--- src/rtl/bit_scan_unpacker.sv ---
// Unpacks a flag/dependency mask into a stream of set-bit indices, one per cycle.
// Optional BITSCAN_MSB_FIRST_EN emits the highest set bit first instead of the lowest.
module bit_scan_unpacker #(
   parameter int unsigned WIDTH = 32,
   parameter int unsigned IDXW  = 5
) (
   input  logic             clock,
   input  logic             reset_n,
   input  logic             in_valid,
   output logic             in_ready,
   input  logic [WIDTH-1:0] in_data,
   output logic             out_valid,
   input  logic             out_ready,
   output logic [IDXW-1:0]  out_index,
   output logic             out_last,
   output logic             busy,
   output logic             done
);

   if (IDXW != $clog2(WIDTH)) begin : g_bad_idxw
      $error("IDXW must equal clog2(WIDTH)");
   end

   typedef enum logic [1:0] {StIdle, StScan, StDone} state_t;

   state_t           state;
   logic [WIDTH-1:0] residual;
   logic [WIDTH-1:0] low_cleared;
   logic [WIDTH-1:0] residual_next;
   logic [IDXW-1:0]  scan_index;
   logic             scan_last;

   // Index and last flag come only from the registered residual.
   always_comb begin
      scan_index  = '0;
      low_cleared = residual & (residual - WIDTH'(1));
`ifdef BITSCAN_MSB_FIRST_EN
      for (int i = 0; i < int'(WIDTH); i++) begin
         if (residual[i]) scan_index = IDXW'(i);
      end
      residual_next = residual & ~(WIDTH'(1) << scan_index);
`else
      for (int i = int'(WIDTH) - 1; i >= 0; i--) begin
         if (residual[i]) scan_index = IDXW'(i);
      end
      residual_next = low_cleared;
`endif
      scan_last = (residual != '0) && (low_cleared == '0);
   end

   assign out_index = scan_index;
   assign out_last  = scan_last;

   always_ff @(posedge clock or negedge reset_n) begin
      if (!reset_n) begin
         state     <= StIdle;
         residual  <= '0;
         in_ready  <= 1'b0;
         out_valid <= 1'b0;
         busy      <= 1'b0;
         done      <= 1'b0;
      end else begin
         unique case (state)
            StIdle: begin
               done <= 1'b0;
               if (in_valid && in_ready) begin
                  residual <= in_data;
                  in_ready <= 1'b0;
                  if (in_data != '0) begin
                     state     <= StScan;
                     out_valid <= 1'b1;
                     busy      <= 1'b1;
                  end else begin
                     // Empty mask: straight to the completion pulse, nothing emitted.
                     state <= StDone;
                     busy  <= 1'b0;
                     done  <= 1'b1;
                  end
               end else begin
                  in_ready <= 1'b1;
               end
            end
            StScan: begin
               if (out_ready) begin
                  residual <= residual_next;
                  if (scan_last) begin
                     state     <= StDone;
                     out_valid <= 1'b0;
                     busy      <= 1'b0;
                     done      <= 1'b1;
                  end
               end
            end
            StDone: begin
               done     <= 1'b0;
               in_ready <= 1'b1;
               state    <= StIdle;
            end
            default: begin
               state     <= StIdle;
               residual  <= '0;
               in_ready  <= 1'b0;
               out_valid <= 1'b0;
               busy      <= 1'b0;
               done      <= 1'b0;
            end
         endcase
      end
   end

endmodule

--- config.mk ---
export PLATFORM = sky130hd
export DESIGN_NAME = bit_scan_unpacker
export DESIGN_NICKNAME = d
export VERILOG_FILES = /design/src/rtl/bit_scan_unpacker.sv
export SDC_FILE = /design/constraint.sdc
export NUM_CORES = 1
export LEC_CHECK = 0
export CAP_MARGIN = 25
export CORE_MARGIN = 5
export CORE_UTILIZATION = 30
export CTS_BUF_LIST = sky130_fd_sc_hd__clkbuf_16
export CTS_CLUSTER_SIZE = 14
export DETAILED_ROUTE_END_ITERATION = 8
export HOLD_SLACK_MARGIN = 0.1
export PLACE_DENSITY_LB_ADDON = 0.25
export SKIP_CTS_REPAIR_TIMING = 1
export SYNTH_ARGS = -nofsm -noshare
export SYNTH_HDL_FRONTEND = slang
export SYNTH_SLANG_ARGS = --single-unit
--- constraint.sdc ---
create_clock -name clock -period 7.4 [get_ports clock]
set_input_delay 2.22 -clock clock [delete_from_list [all_inputs] [get_ports clock]]
set_output_delay 2.22 -clock clock [all_outputs]
set_load 0.05 [all_outputs]
==> metrics.md <==
| Metric | Value |
|---|---|
| Die H | around 110 um |
| Routability Congestion | roughly 0.93 |
| VDD IR max | about 0.17 mV |
| Initial DRT Pass Iterations | 5 |
| Clk Latency, worst-skew pair | ~0.28 ns |
| Drt drc | 0 |
| RSZ-0062 raised after global routing | false |
| Fin Clk Skew | approximately 0.0046 ns |
| Setup violators final | 0 |
| Met3 wire len | ~800 um |
| CTS Sinks | 38 |
| Slew @ Worst Pin | 1.01 ns |
| Max-slew violation count | 0 |
| Crit path DAT | around 4.2 ns |
| Synth async-reset ratio | 100% |
| Final Hold Vio Count | 0 |
| Hold Crit Class | reg2reg |
| Max Cap Viol | 0 |
| Largest cells by area after synthesis | dfrtp_1 35%, a21oi_1 4.0%, nand2_1 3.7% |
| Initial drt markers | 200 |
| Clock power share | 13.7% |
| Post-DP HPWL | 6.33 mm |
| Vias | between 2000 and 3000 |
| Clk slew on worst S/H paths | around 0.06 ns |
| P_int | around 740 uW |
| Die footprint | 11100 sq um |
| CP endpoint kind | output pin |
| Max layer used | met4 |
| Worst-case reg-to-reg path depth | 7 |
| Max Fanout on Critical Path | 20 |
| Syn nets | 367 |
| Switching Share | 50.6% |
| Post-synthesis sequential area ratio | a little over a third |
| Tot Pwr | approximately 1500 uW |
| Total CTS buffers | 5 |
| Port bufs | 45 |
| Cell Rows | 34 |
| WL met1 | ~4.1 mm |
| Setup_tns | 0 ns |
| Crit path time final | 6.46 ns |
| Mean Syn Cell Area | about 8.3 sq um |
| Dpl cells | between 400 and 500 |
| Slew HR | 32.4% |
| Core box area | roughly 8800 sq um |
| Number of flops mapped to enable cells by yosys | 0 |
| Startpoint types | register |
| Cell count of the worst hold path | 1 |
| Critical path type | reg2out |
| Area grow syn2layout | 22.7% |
| Area leader, netlist | dfrtp_1 |
| Cell Pwr Density | ~450 nW/um^2 |
| WP data required | 5.18 ns |
| Met2 WL | between 3 and 4 mm |
| Wirelength per Cell | 19.1 um |
| CTS root buffer | clkbuf_16 |
| Vias per std cell | about 6 |
| Synthesized area | about 2700 sq um |
| Global route overflow | 0 |
| Ports | 46 |
| Vias in the first global route | between 2000 and 3000 |
| CTS tree | yes |
| Synth unique cells | 59 |
| Worst hold slack | ~0.55 ns |
| Number of antenna violations at the first check in global routing | 0 |
| # diodes | 0 |
| Share of layout cells above drive strength 1 | under 10% |
| Status | complete, no violations |
| Nets | a little under 400 |
| Synth Register Bits | 38 |
| Peak Freq | between 150 and 200 MHz |
| Total wire length | between 8 and 9 mm |
| Combinational share of power | 55.6% |
| Largest net degree at the start of global routing | 39 |
| Post-Layout Cell Count | between 400 and 500 |
| Routed Antenna Nets | 0 |
| H-Tree Level Count | 2 |
| Initial Util | between 30% and 40% |
| Clock buffer depth | 2 |
| Gr usage total | 16.1% |
| First-pass GRT wire length | approximately 15 mm |
| Die Wd | about 110 um |
| YS warnings | 0 |
| Fin crit share | about 87% |
| Lkg Pwr | between 0.001 and 0.0015 uW |
| Sequential power share | 30.7% |
| Switching power | between 700 and 800 uW |
| Final Worst Setup Slack | roughly 0.94 ns |
| Predominant post-synthesis flop cell | dfrtp_1 |
| Pre-CTS WS | ~1.3 ns |
| Mapped Cells | about 330 |
| Top cell type's share of synthesized area | 34.7% |
state kept, by name, indices dropped and copies added, names as in the netlist:
| register | count |
|---|---|
| done | 1 |
| busy | 1 |
| residual | 32 |
| state | 2 |
| out_valid | 1 |
| in_ready | 1 |
critical path, stage by stage (launching register included):
cell and delay [ns]:
dfrtp_1 0.49, nor4_4 0.45, nand4_1 0.70, or4_1 0.73
a21oi_2 0.18, nand4_2 0.16, nor4_1 0.38, clkdlybuf4s50_1 0.88
cell usage in the layout, fill, tap and decap left out, types with 10 or more instances in the layout:
cell type | netlist | final
dfrtp_1 | 38 | 38
nand2_1 | 27 | 27
o21ai_1 | 17 | 17
a21oi_1 | 22 | 22
nand3_1 | 16 | 16
a31oi_1 | 12 | 12
nor2_1 | 15 | 15
and3_1 | 11 | 11
clkdlybuf4s50_1 | 0 | 44
o21ai_0 | 16 | 16
nor4_1 | 10 | 10
inv_1 | 9 | 11
power groups by stage:
stage | logic [uW] | registers, uW | clock network, uW
floorplan | 635 | 397 | 0
global placement | 841 | 453 | 0
detailed placement | 830 | 458 | 0
CTS | 835 | 455 | 208
global route | 912 | 478 | 217
finish | 836 | 462 | 205
layer usage:
layer,up-vias,GRT usage (%)
li1,1333,-
met1,1329,22.1
met2,120,25.2
met3,16,4.65
met4,0,3.70
met5,-,0
area by class of cell:
cell class | instances | area, sq um
flip-flops and latches | 38 | 951
fillers | 894 | 5450
multi-input cells | 256 | 1630
clock inverters | 2 | 7.51
well taps | 108 | 135
inverters | 9 | 33.8
repair buffers | 49 | 475
clock buffers | 5 | 125
Yosys cell counts (2+ instances only):
cell and number:
buf_6 2, or3_1 3, nand3_1 16, a211oi_1 4, or2_2 3, o22ai_1 6
dfrtp_1 38, a31oi_1 12, nand4_1 5, nand2_1 27, o31ai_1 4, inv_1 9
nor2_1 15, o21ai_0 16, or4_1 4, a21o_1 9, buf_2 6, nor2b_1 2
o31a_1 2, a22o_1 3, o21ai_1 17, o211ai_1 8, nor4_4 3, nand2b_1 2
o21a_1 7, nor3_1 9, o211a_1 2, a32oi_1 2, o21bai_1 2, and3_1 11
o41ai_1 3, a21oi_1 22, clkbuf_1 20, o311a_1 3, nor4_1 10
metrics by stage:
step	cell area, sq um	util (%)
finish	3360	38.1
global route	3360	38.1
CTS	3360	38.1
detailed placement	3230	36.6
global placement	3230	36.6
floorplan	2740	-
path summary, 6_finish.rpt:
check	endpoint	start	slack, ns
max	out_last	residual[2]	0.94
min	done	done	0.55
max reg2reg	done	residual[2]	4.19
min reg2reg	done	done	0.55
max in group asynchronous	residual[15]	reset_n	4.74
min in group asynchronous	residual[27]	reset_n	2.08
cell families after synthesis:
kind of cell | share of synthesized area [%]
buf+inv | 5.90
flops | 34.7
simple gates | 26.4
compound gates | 32.6
fa+ha+maj | 0.366
Power figures use the tool's default switching activity.
